--- config.mk ---
export PLATFORM = sky130hd
export DESIGN_NAME = mem_arbiter_n
export DESIGN_NICKNAME = d
export VERILOG_FILES = /design/src/rtl/mem_arbiter_n_pkg.sv /design/src/rtl/mem_arbiter_n_rr_select.sv /design/src/rtl/mem_arbiter_n.sv
export SDC_FILE = /design/constraint.sdc
export NUM_CORES = 1
export LEC_CHECK = 0
export CAP_MARGIN = 20
export CORE_AREA = 2 2 205 207
export CTS_BUF_LIST = sky130_fd_sc_hd__clkbuf_4 sky130_fd_sc_hd__clkbuf_8 sky130_fd_sc_hd__clkbuf_16
export DETAILED_ROUTE_END_ITERATION = 8
export DIE_AREA = 0 0 207 209
export GPL_TIMING_DRIVEN = 0
export PLACE_DENSITY = 0.55
export REMOVE_ABC_BUFFERS = 1
export SKIP_LAST_GASP = 1
export SLEW_MARGIN = 0
export SYNTH_ARGS = -nofsm -noshare
export SYNTH_HDL_FRONTEND = slang
export SYNTH_SLANG_ARGS = --single-unit
--- constraint.sdc ---
create_clock -name CLK -period 1.9 [get_ports CLK]
set_clock_uncertainty 0.15 [all_clocks]
set_input_delay 0.285 -clock CLK [delete_from_list [all_inputs] [get_ports CLK]]
set_output_delay 0.285 -clock CLK [all_outputs]
set_load 0.005 [all_outputs]
--- src/rtl/mem_arbiter_n_pkg.sv ---
// Shared definitions for the N-master memory arbiter: FSM encoding,
// arbitration mode constants and width helpers.
package mem_arbiter_n_pkg;

    typedef enum logic [1:0] {
        ST_IDLE     = 2'd0,
        ST_ACCESS   = 2'd1,
        ST_COMPLETE = 2'd2
    } arb_state_t;

    localparam logic ARB_FIXED = 1'b0;
    localparam logic ARB_RR    = 1'b1;

    function automatic int clog2_f(input int value);
        int result;
        result = 0;
        for (int i = 0; i < 30; i++) begin
            if ((32'sd1 << i) < value) begin
                result = i + 1;
            end
        end
        return result;
    endfunction

    // Pointer and counter registers always need at least one bit.
    function automatic int width_f(input int value);
        return (clog2_f(value) < 1) ? 1 : clog2_f(value);
    endfunction

endpackage

--- src/rtl/mem_arbiter_n_rr_select.sv ---
// Combinational request selector: fixed priority (lowest index) or
// round-robin search starting at the supplied pointer.
module rr_select
    import mem_arbiter_n_pkg::*;
#(
    parameter int NUM_MASTERS = 2,
    parameter int PTR_W       = 1
) (
    input  logic [NUM_MASTERS-1:0] req,
    input  logic [PTR_W-1:0]       ptr,
    input  logic                   mode,
    output logic [NUM_MASTERS-1:0] grant,
    output logic [PTR_W-1:0]       grant_idx,
    output logic                   grant_any
);

    int start_s;
    int cand_s;

    // Walk the request vector once from the start index, first hit wins.
    always_comb begin
        grant     = '0;
        grant_idx = '0;
        grant_any = 1'b0;
        cand_s    = 0;
        start_s   = (mode == ARB_RR) ? int'(ptr) : 0;
        for (int k = 0; k < NUM_MASTERS; k++) begin
            cand_s = start_s + k;
            if (cand_s >= NUM_MASTERS) begin
                cand_s = cand_s - NUM_MASTERS;
            end else begin
                cand_s = cand_s;
            end
            if (!grant_any && req[cand_s]) begin
                grant_any      = 1'b1;
                grant[cand_s]  = 1'b1;
                grant_idx      = PTR_W'(cand_s);
            end else begin
                grant_any = grant_any;
            end
        end
    end

endmodule

--- src/rtl/mem_arbiter_n.sv ---
// N-master to single-slave memory arbiter with fixed or round-robin priority,
// slave wait states via PREADY and a timeout error completion.
module mem_arbiter_n
    import mem_arbiter_n_pkg::*;
#(
    parameter int NUM_MASTERS = 2,
    parameter int ADDR_W      = 64,
    parameter int DATA_W      = 64,
    parameter int RR_MODE     = 1,
    parameter int TIMEOUT     = 15
) (
    input  logic                          CLK,
    input  logic                          RESET,
    input  logic [NUM_MASTERS-1:0]        m_req,
    input  logic [NUM_MASTERS-1:0]        m_write,
    input  logic [NUM_MASTERS*ADDR_W-1:0] m_addr,
    input  logic [NUM_MASTERS*DATA_W-1:0] m_wdata,
    output logic [NUM_MASTERS-1:0]        m_stall,
    output logic [NUM_MASTERS-1:0]        m_done,
    output logic                          m_err,
    output logic [DATA_W-1:0]             m_rdata,
    output logic                          PSEL,
    output logic                          PWRITE,
    output logic [ADDR_W-1:0]             PADDR,
    output logic [DATA_W-1:0]             PWDATA,
    input  logic                          PREADY,
    input  logic [DATA_W-1:0]             PRDATA
);

    localparam int PTR_W = width_f(NUM_MASTERS);
    localparam int CNT_W = width_f(TIMEOUT + 1);
    localparam logic ARB_MODE = (RR_MODE != 0) ? ARB_RR : ARB_FIXED;

    arb_state_t             state_r;
    logic [PTR_W-1:0]       winner_r;
    logic [PTR_W-1:0]       rr_ptr_r;
    logic [CNT_W-1:0]       wait_cnt_r;

    logic [NUM_MASTERS-1:0] grant_s;
    logic [PTR_W-1:0]       grant_idx_s;
    logic                   grant_any_s;
    logic [NUM_MASTERS-1:0] winner_oh_s;
    logic                   others_pending_s;
    logic                   launch_s;
    logic                   timeout_hit_s;
    logic [PTR_W-1:0]       rr_next_s;
    logic                   sel_write_s;
    logic [ADDR_W-1:0]      sel_addr_s;
    logic [DATA_W-1:0]      sel_wdata_s;

    rr_select #(
        .NUM_MASTERS (NUM_MASTERS),
        .PTR_W       (PTR_W)
    ) u_rr_select (
        .req       (m_req),
        .ptr       (rr_ptr_r),
        .mode      (ARB_MODE),
        .grant     (grant_s),
        .grant_idx (grant_idx_s),
        .grant_any (grant_any_s)
    );

    // One-hot of the master currently owning (or just finished with) the slave.
    always_comb begin
        winner_oh_s           = '0;
        winner_oh_s[winner_r] = 1'b1;
    end

    // Arbitration qualifiers, timeout detect and the request mux of the candidate winner.
    always_comb begin
        others_pending_s = |(m_req & ~winner_oh_s);
        timeout_hit_s    = (wait_cnt_r == CNT_W'(TIMEOUT - 1));
        sel_write_s      = m_write[grant_idx_s];
        sel_addr_s       = m_addr[int'(grant_idx_s) * ADDR_W +: ADDR_W];
        sel_wdata_s      = m_wdata[int'(grant_idx_s) * DATA_W +: DATA_W];
        if (state_r == ST_IDLE) begin
            launch_s = grant_any_s;
        end else if (state_r == ST_COMPLETE) begin
            launch_s = others_pending_s;
        end else begin
            launch_s = 1'b0;
        end
    end

    // Round-robin pointer advances past the served master; frozen in fixed mode.
    always_comb begin
        if (ARB_MODE == ARB_RR) begin
            if (int'(winner_r) == NUM_MASTERS - 1) begin
                rr_next_s = '0;
            end else begin
                rr_next_s = winner_r + PTR_W'(1);
            end
        end else begin
            rr_next_s = rr_ptr_r;
        end
    end

    // Stall until the completion pulse releases the master.
    assign m_stall = m_req & ~m_done;

    // Main FSM with registered slave-side and master-side outputs.
    always_ff @(posedge CLK or negedge RESET) begin
        if (!RESET) begin
            state_r    <= ST_IDLE;
            winner_r   <= '0;
            rr_ptr_r   <= '0;
            wait_cnt_r <= '0;
            PSEL       <= 1'b0;
            PWRITE     <= 1'b0;
            PADDR      <= '0;
            PWDATA     <= '0;
            m_done     <= '0;
            m_err      <= 1'b0;
            m_rdata    <= '0;
        end else begin
            case (state_r)
                ST_IDLE, ST_COMPLETE: begin
                    m_done <= '0;
                    m_err  <= 1'b0;
                    if (launch_s) begin
                        state_r    <= ST_ACCESS;
                        PSEL       <= 1'b1;
                        winner_r   <= grant_idx_s;
                        PWRITE     <= sel_write_s;
                        PADDR      <= sel_addr_s;
                        PWDATA     <= sel_wdata_s;
                        wait_cnt_r <= '0;
                    end else begin
                        state_r <= ST_IDLE;
                    end
                end
                ST_ACCESS: begin
                    if (PREADY) begin
                        state_r  <= ST_COMPLETE;
                        PSEL     <= 1'b0;
                        m_done   <= winner_oh_s;
                        m_err    <= 1'b0;
                        rr_ptr_r <= rr_next_s;
                        if (!PWRITE) begin
                            m_rdata <= PRDATA;
                        end else begin
                            m_rdata <= m_rdata;
                        end
                    end else if (timeout_hit_s) begin
                        // Slave never answered: close the access with an error.
                        state_r    <= ST_COMPLETE;
                        PSEL       <= 1'b0;
                        m_done     <= winner_oh_s;
                        m_err      <= 1'b1;
                        m_rdata    <= '0;
                        rr_ptr_r   <= rr_next_s;
                        wait_cnt_r <= wait_cnt_r + CNT_W'(1);
                    end else begin
                        wait_cnt_r <= wait_cnt_r + CNT_W'(1);
                    end
                end
                default: begin
                    state_r <= ST_IDLE;
                    PSEL    <= 1'b0;
                    m_done  <= '0;
                    m_err   <= 1'b0;
                end
            endcase
        end
    end

endmodule

==> results of run 1 <==
## report_power, final
part / internal, mW / switching (mW) / total [mW]
logic: 7.31 / 5.25 / 12.6
registers: 6.55 / 1.39 / 7.93
clock network: 3.42 / 1.91 / 5.33
total: 17.3 / 8.55 / 25.8
## worst paths after layout
kind                       cells past startpoint          end  startpoint  slack [ns]
hold / removal                                 2  m_rdata[29]      PREADY        0.22
max in group asynchronous                      3   PWDATA[45]       RESET        0.30
min in group asynchronous                      2  m_rdata[11]       RESET        0.24
hold reg to reg                                2    PADDR[53]   PADDR[53]        0.32
setup / recovery                               1    PADDR[30]   PADDR[30]        0.02
setup reg to reg                               6    PADDR[61]    rr_ptr_r        0.05
## metal layers
| layer | part of all wire (%) | wire [µm] | track usage (%) |
|---|---|---|---|
| met1 | 41 | 15900 | 20.5 |
| met2 | 51 | 19700 | 28.7 |
| met3 | 5.1 | 1990 | 3.53 |
| met4 | 3.1 | 1190 | 5.25 |
| met5 | 0 | 0 | 0 |
## synthesized netlist by cell type, drive strengths merged
cell type	number	area, µm²
nor2	7	26.3
a22o	129	1130
o21ai	137	716
nor3	1	5.00
buf	39	277
nand2	130	488
nand2b	2	12.5
a21oi	2	10.0
nand3	7	40.0
dfrtp	205	5130
ha	2	25.0
inv	5	18.8
or3	1	6.26
o2bb2ai	1	8.76
a21boi	1	7.51
and3	1	6.26
clkbuf	32	120
a211o	1	8.76
nor2b	2	12.5
mux2i	130	1300
## through the flow
stage | area, µm² | setup TNS (ns) | power [mW] | util [%] | hold slack, ns
after global routing | 17200 | -0.134 | 27.4 | 41.6 | 0.218
after CTS | 16700 | -0.159 | 25.6 | 40.4 | 0.180
after global placement | 14900 | -3985.49 | 15.3 | 36.0 | 0.310
after detailed placement | 15300 | -97.97 | 19.4 | 37.0 | 0.221
final | 17200 | 0 | 25.8 | 41.6 | 0.217
after floorplan | 8950 | -1238.43 | 11.7 | - | -0.161
## kinds of logic after synthesis
family	count (synthesis)
mux	130
buf+inv	76
simple gates	151
fa+ha+maj	2
flops	205
compound gates	271
## final cells by class
class,instances,area [µm²],area share (%)
clock inverter,10,200,1.17
inverter,5,18.8,0.109
tap,539,674,3.93
clock buffer,33,711,4.14
timing repair buffer,605,6440,37.5
multi-input combinational,558,3990,23.2
sequential,205,5140,29.9
## sequential cells by signal, indices dropped and copies added (netlist names), 2 cells and up
register    flops
PWDATA         64
state_r         2
PADDR          64
wait_cnt_r      4
m_done          2
m_rdata        64
## what timing repair did
item	4_1_cts	5_1_grt
endpoints found under the setup margin	227	155
hold endpoints to repair	98	0
gates cloned	11	8
setup buffers	24	26
gates resized for setup	61	52
pin swaps	4	2
hold buffers	1	0
==> impl_results.md, run 1 <==
- Post-synthesis mux area share: 13.9%
- Type of the most critical hold path: input port to flop
- Post-DR vias/cell: between 4 and 5
- Simple-Gate Fraction of Synth Area: under 10%
- Final-report hold violation count: 0
- WP buf/inv: 1
- WP data required: 1.46 ns
- Synth Area per Inst: between 10 and 15 µm²
- Crit path largest cell delay: around 0.54 ns
- Initial drt markers: between 300 and 400
- Die Wd: 207 µm
- Layout cells sized above 1: between 10% and 20%
- Synth cell types: 24
- Final worst slack: 0.0223 ns
- Status: complete, no violations
- First-pass GRT wire length: 55.8 mm
- Grt ovf: 0
- Clock Tree Buf Depth: 3
- Critical Path Fanout Max: 2
- I/O Buffers: approximately 530
- Clock sink count: just over 200
- Clk root buf: clkbuf_16
- Vias in the first global route: 8914
- Final antenna-violating net count: 0
- Layout Nets: approximately 1700
- Max frequency: approximately 0.53 GHz
- Post-Syn Instances: 835
- DRC: 0
- FP Rows: 75
- Slew Limit Headroom: 45.3%
- Synth Area in XOR/XNOR: 0%
- FF+latch count, synth: about 210
- Pin count of the biggest net entering global routing: between 100 and 150
- WL final: slightly below 40 mm
- Unrepaired setup endpoints after global routing: yes
- Post-synthesis adder-cell area fraction: less than 1%
- Slowest stage cell on the critical path: clkdlybuf4s50_1
- Clock latency on the worst-skew pair: 0.53 ns
- Final Critical Period: between 1.5 and 2 ns
- Chip height: around 210 µm
- Slew Limit Fails: 0
- Clock-pin slew on the worst setup and hold paths: ~0.06 ns
- Area grow syn2layout: 83.7%
- Maximum VDD drop: a little under 0.0007 V
- Full die area: roughly 43000 µm²
- Gr usage total: around 17%
- Synth Cell Area: around 9300 µm²
- Filler cell count in the final layout: roughly 4100
- Dpl cells: roughly 1800
- CP delay by family, top: buffers and inverters
- GPL Wtd Cong: between 0.8 and 0.9
- Initial Util: 22.6%
- Commonest cells after routing, fill and taps aside: 444 x clkdlybuf4s50_1, 201 x dfrtp_1, 129 x a22o_1, 126 x nand2_1, 121 x mux2i_1
- Most common cell after layout, fill and taps aside: clkdlybuf4s50_1
- Vias: 8826
- PwrDens: roughly 1500 nW/µm²
- Kind of critical path: flop to output pin
- TritonCTS buffer count: 25
- Placed wire-length estimate: between 20 and 30 mm
- Crit path cell chain: clkdlybuf4s50_1
- Largest family of logic cells by synthesized area: compound AO/OA/AOI/OAI gates
- Post-DR wirelength/cell: between 15 and 20 µm
- Slew of the pin with the lowest slew margin: 0.820 ns
- Startpoint types: flop
- ANT cells: 0
- Post-route insts no fill: roughly 2000
- Leak: between 8 and 9 nW
- Initial antenna violation count: 0
- Pre-CTS WS: -0.807 ns
- Setup crit end kind: output pin
- Max-Cap Viols: 0
- Synth Area in Compound Gates: between 20% and 30%
- CORE AREA: 41300 µm²
- CP Data Arrival Time: 1.44 ns
- CTS tree: done
- Endpoints failing setup: 0
- Final Cycle Share: a little over nine tenths
- Drt pass-1 iters: 4
- CTS H-tree lvls: 1
- Synth warn: 0
- Top-level port count: roughly 530
- Seq/Total Area, Yosys: about 55%
Note: power is estimated with default switching activity, not from simulation.
==> run 2: changes to the inputs <==
SKIP_LAST_GASP = not set   (was 1)
==> impl_results.md, run 2 (synthesis gave the netlist of run 1 again) <==
- Status: complete, no violations
- Total power: 25.9 mW (+0.47%)
- Layout cells sized above 1: 13.1% (+1.6 points)
- Vias in the first global route: 8914 (unchanged)
- ANT cells: 0 (unchanged)
- Routing usage on met1: 20.5% (about the same)
- Commonest cells after routing, fill and taps aside: 436 x clkdlybuf4s50_1, 201 x dfrtp_1, 129 x a22o_1, 120 x mux2i_1, 118 x nand2_1
- Final-report hold violation count: 0 (unchanged)
- WL final: 38.9 mm (+0.25%)
- Fin util: 41.8% (+0.18 points)
- Max-Cap Viols: 0 (unchanged)
- Grt ovf: 0 (unchanged)
- GPL Wtd Cong: 0.808 (unchanged)
- First-pass GRT wire length: 55.8 mm (about the same)
- Initial drt markers: 378 (-2.3%)
- Final Cycle Share: 98.4% (-0.47 points)
- Drt pass-1 iters: 4 (unchanged)
- Final Critical Period: 1.87 ns (-0.00892 ns)
- Post-route insts no fill: 1954 (-0.051%)
- Met2 Resource Use GR: 28.7% (about the same)
- Sw Pwr: 8.64 mW (+1.1%)
- Sw Ratio: 33.3% (+0.20 points)
- Final hold slack: 0.216 ns (-0.00101 ns)
- Chip height: 209 µm (unchanged)
- Layout Nets: 1728 (-0.058%)
- Slew Limit Fails: 0 (unchanged)
- Clock-pin slew on the worst setup and hold paths: 0.06 ns (about the same)
- PwrDens: 1500 nW/µm² (about the same)
- Full die area: 43300 µm² (unchanged)
- Area grow syn2layout: 84.6%
- Part of the power in registers: 30.6% (about the same)
- Clk root buf: clkbuf_16
- Max frequency: 0.535 GHz (+0.48%)
- Int Pwr: 17.3 mW (+0.16%)
- Clk pwr share: 20.6% (about the same)
- Startpoint types: flop
- TritonCTS buffer count: 25 (unchanged)
- CTS H-tree lvls: 1 (unchanged)
- Maximum VDD drop: 0.000682 V (about the same)
- WP data required: 2.16 ns (+0.70 ns)
- Placed wire-length estimate: 25.6 mm (unchanged)
- CORE AREA: 41300 µm² (unchanged)
- Initial Util: 22.6% (unchanged)
- Busiest layer in global routing: met2
- Clock sink count: 205 (unchanged)
- Critical Path Fanout Max: 7 (+5)
- Vias: 8876 (+0.57%)
- Most common cell after layout, fill and taps aside: clkdlybuf4s50_1
- Leak: 8.12 nW (+1.3%)
- Kind of critical path: flop to flop
- CTS tree: done
- Initial antenna violation count: 0 (unchanged)
- I/O Buffers: 525 (unchanged)
- Slew of the pin with the lowest slew margin: 0.821 ns (+0.000853 ns)
- Setup crit end kind: flop
- CP Data Arrival Time: 2.13 ns (+0.69 ns)
- Reg area: 5140 µm² (unchanged)
- Type of the most critical hold path: input port to flop
- Top-level port count: 526 (unchanged)
- Dpl cells: 1843 (unchanged)
- Multi-input gate area: 4060 µm² (+1.7%)
- Leading registers by flop count: PADDR x64, PWDATA x64, m_rdata x64
- Gr usage total: 16.6% (about the same)
- Unrepaired setup endpoints after global routing: yes
- Clock latency on the worst-skew pair: 0.53 ns (about the same)
- Grt met3 use: 3.50% (-0.030 points)
- DRC: 0 (unchanged)
- Clock Tree Buf Depth: 3 (unchanged)
- Final worst slack: 0.0312 ns (+0.00892 ns)
- Die Wd: 207 µm (unchanged)
- Comb pwr share: 48.8% (+0.2 points)
- Pin count of the biggest net entering global routing: 108 (unchanged)
- Final antenna-violating net count: 0 (unchanged)
- Pre-CTS WS: -0.807 ns (unchanged)
- Post-DR wirelength/cell: 19.9 µm (+0.30%)
- FP Rows: 75 (unchanged)
- Filler cell count in the final layout: 4067 (-0.22%)
- Post-DR vias/cell: 4.54 (+0.62%)
- Slew Limit Headroom: 45.3% (-0.057 points)
- Endpoints failing setup: 0 (unchanged)
==> run 2: power groups by stage <==
stage               combinational (mW)  clock [mW]  sequential, mW
finish                            12.7        5.33            7.94
global route                      13.7        5.66            8.24
CTS                               12.2        5.49            7.95
detailed placement                11.3           0            8.06
global placement                  8.11           0            7.15
floorplan                         3.89           0            7.79
==> run 2: critical path: stages, from the launching register on <==
cell and delay (ns):
dfrtp_2 0.43, mux2i_4 0.22, a211o_4 0.46, buf_12 0.19, clkbuf_16 0.16, nand2_1 0.07, o21ai_1 0.06
==> run 2: path summary, 6_finish.rpt <==
kind / start / cells past startpoint / slack (ns) / end
max in group asynchronous: RESET / 3 / 0.30 / PWDATA[53]
max reg2reg: winner_r / 6 / 0.03 / PWDATA[12]
max: winner_r / 6 / 0.03 / PWDATA[12]
min reg2reg: PADDR[53] / 2 / 0.32 / PADDR[53]
min: PREADY / 2 / 0.22 / m_rdata[29]
min in group asynchronous: RESET / 2 / 0.24 / m_rdata[11]
==> run 2: repair_timing <==
| item | in CTS | in global routing |
|---|---|---|
| pin swaps | 4 | 7 |
| gates cloned | 11 | 8 |
| gates resized for setup | 64 | 80 |
| hold buffers | 1 | 0 |
| setup endpoints to repair | 227 | 132 |
| setup buffers | 24 | 25 |
| endpoints found under the hold margin | 98 | 0 |
==> run 2: metrics by stage <==
stage | area [µm²] | TNS, ns
after CTS | 16700 | 0
after global placement | 14900 | -3985.49
final | 17300 | 0
after global routing | 17300 | -0.206
after floorplan | 8950 | -1238.43
after detailed placement | 15300 | -97.97
==> run 2: cell type report <==
cell class	instances	area share [%]
Timing Repair Buffer	604	37.4
Sequential cell	205	29.8
Multi-Input combinational cell	558	23.5
Clock buffer	33	4.12
Tap cell	539	3.91
Clock inverter	10	1.16
Inverter	5	0.109
==> run 2: metal layers <==
metal | vias up | part of all wire, %
met5 | - | 0
li1 | 4173 | -
met4 | 0 | 2.9
met1 | 4367 | 41
met3 | 50 | 5.5
met2 | 286 | 51
==> run 3: changes to the inputs <==
TNS_END_PERCENT = 1   (was not set)
==> impl_results.md, run 3 (synthesis gave the netlist of run 1 again) <==
- WL final: 37.6 mm (-3.3%)
- Grt ovf: 0 (unchanged)
- Max-Cap Viols: 0 (unchanged)
- Post-DR wirelength/cell: 19.5 µm (-1.8%)
- Area grow syn2layout: 80.5%
- Placed Area: 15300 µm² (unchanged)
- Type of the most critical hold path: input port to flop
- WP data required: 2.16 ns (about the same)
- First-pass GRT wire length: 54.4 mm (-2.5%)
- Slew of the pin with the lowest slew margin: 0.824 ns (+0.00364 ns)
- Endpoints failing setup: 0 (unchanged)
- Layout Nets: 1700 (-1.6%)
- Vias in the first global route: 8802 (-1.3%)
- Full die area: 43300 µm² (unchanged)
- Unrepaired setup endpoints after global routing: yes
- Reg2reg start: winner_r
- Routing usage on met1: 19.7% (-0.83 points)
- Vias: 8653 (-2.5%)
- ANT cells: 0 (unchanged)
- Chip height: 209 µm (unchanged)
- Max frequency: 0.535 GHz (about the same)
- Commonest cells after routing, fill and taps aside: 438 x clkdlybuf4s50_1, 201 x dfrtp_1, 130 x nand2_1, 129 x a22o_1, 122 x o21ai_1
- FP Rows: 75 (unchanged)
- Slew Limit Fails: 0 (unchanged)
- Clk pwr share: 21.1% (+0.5 points)
- Leading registers by flop count: PADDR x64, PWDATA x64, m_rdata x64
- Grt met3 use: 3.55% (+0.045 points)
- Met2 Resource Use GR: 27.9% (-0.84 points)
- Final-report hold violation count: 0 (unchanged)
- Top-level port count: 526 (unchanged)
- Setup_tns: 0 ns (unchanged)
- Slew Limit Headroom: 45.0% (-0.24 points)
- Comb pwr share: 47.4% (-1.4 points)
- Pin count of the biggest net entering global routing: 108 (unchanged)
- Initial antenna violation count: 0 (unchanged)
- Drt pass-1 iters: 4 (unchanged)
- Busiest layer in global routing: met2
- Final hold slack: 0.221 ns (+0.00534 ns)
- GPL Wtd Cong: 0.808 (unchanged)
- Clock-pin slew on the worst setup and hold paths: 0.06 ns (about the same)
- I/O Buffers: 525 (unchanged)
- Setup crit end kind: flop
- Leak: 7.88 nW (-3.0%)
- Clk root buf: clkbuf_16
- CP Data Arrival Time: 2.12 ns (about the same)
- Part of the power in registers: 31.4% (+0.8 points)
- Layout cells sized above 1: 9.16% (-4.0 points)
- Startpoint types: flop
- CORE AREA: 41300 µm² (unchanged)
- CTS H-tree lvls: 1 (unchanged)
- Maximum VDD drop: 0.000681 V (-0.11%)
- CTS tree: done
- Clock sink count: 205 (unchanged)
- Min-Delay Startpoint: m_addr[87]
- Kind of critical path: flop to flop
- Die Wd: 207 µm (unchanged)
- Clock Tree Buf Depth: 3 (unchanged)
- Final Cycle Share: 98.4% (about the same)
- Critical Path Fanout Max: 25 (+18)
- Status: complete, no violations
- Initial drt markers: 354 (-6.3%)
- Most common cell after layout, fill and taps aside: clkdlybuf4s50_1
- Post-DR vias/cell: 4.49 (-1.1%)
- Design area: 16900 µm² (-2.2%)
- Sw Ratio: 33.1% (-0.23 points)
- Initial Util: 22.6% (unchanged)
- Placed wire-length estimate: 25.6 mm (unchanged)
- DRC: 0 (unchanged)
- Filler cell count in the final layout: 4090 (+0.57%)
- Final Critical Period: 1.87 ns (+0.0000860 ns)
- Clock latency on the worst-skew pair: 0.53 ns (about the same)
- PwrDens: 1500 nW/µm² (-0.54%)
- Gr usage total: 16.1% (-0.49 points)
- Sw Pwr: 8.35 mW (-3.4%)
- TritonCTS buffer count: 25 (unchanged)
- Final antenna-violating net count: 0 (unchanged)
- Int Pwr: 16.9 mW (-2.4%)
- CP startpoint: winner_r
-- run 3: changes by cell type in the layout (fill, tap and decap cells not counted), sizes merged --
cell	change
buf	-27
bufbuf	-2
clkbuf	+1
clkdlybuf4s50	+2
dlygate4sd2	+1
dlymetal6s2s	-3
-- run 3: final timing paths --
check	end	slack, ns	cells after the start
max	PADDR[21]	0.03	6
min	PADDR[23]	0.22	3
max reg2reg	PADDR[21]	0.03	6
min reg2reg	PADDR[53]	0.32	2
max in group asynchronous	PWDATA[45]	0.32	3
min in group asynchronous	m_rdata[29]	0.23	2
-- run 3: timing repair --
action                                 4_1_cts  5_1_grt
resized for setup                           62       50
gates cloned                                 7        8
setup endpoints to repair                  227      168
hold buffers                                 1        0
pin swaps                                    4        3
setup buffers                               13       11
endpoints found under the hold margin       98        0
-- run 3: power by group through the flow --
stage	Clock, mW	Sequential, mW	Combinational [mW]
after floorplan	0	7.79	3.89
after global placement	0	7.15	8.11
after detailed placement	0	8.06	11.3
after CTS	5.49	7.96	11.8
after global routing	5.66	8.23	13.0
final	5.33	7.93	12.0
-- run 3: area by class of cell --
cell class | instances | area [µm²] | area share (%)
clock inverter | 10 | 200 | 1.19
multi-input combinational | 558 | 3980 | 23.6
timing repair buffer | 576 | 6160 | 36.5
sequential | 205 | 5140 | 30.4
tap | 539 | 674 | 4.00
clock buffer | 33 | 711 | 4.21
inverter | 5 | 18.8 | 0.111
-- run 3: metrics by stage --
stage | instances | power [mW] | setup slack [ns] | util, %
global route | 1926 | 26.9 | -0.0376 | 40.9
global placement | 1828 | 15.3 | -13.45 | 36.0
floorplan | 764 | 11.7 | -7.85 | -
finish | 1926 | 25.2 | 0.0311 | 40.9
detailed placement | 1843 | 19.4 | -0.807 | 37.0
CTS | 1907 | 25.2 | -0.0982 | 39.8
-- run 3: worst max-delay path: stages (launching register included) --
cell	delay (ns)
dfrtp_2	0.44
mux2i_4	0.23
a211o_4	0.40
buf_12	0.17
clkbuf_16	0.21
nand2_1	0.08
o21ai_1	0.06
-- run 3: per-layer routing --
layer	part of all wire, %	wire (µm)	vias to the layer above
met2	50	18900	284
met1	41	15500	4206
met5	0	0	-
li1	-	-	4108
met3	5.6	2100	55
met4	3.0	1130	0
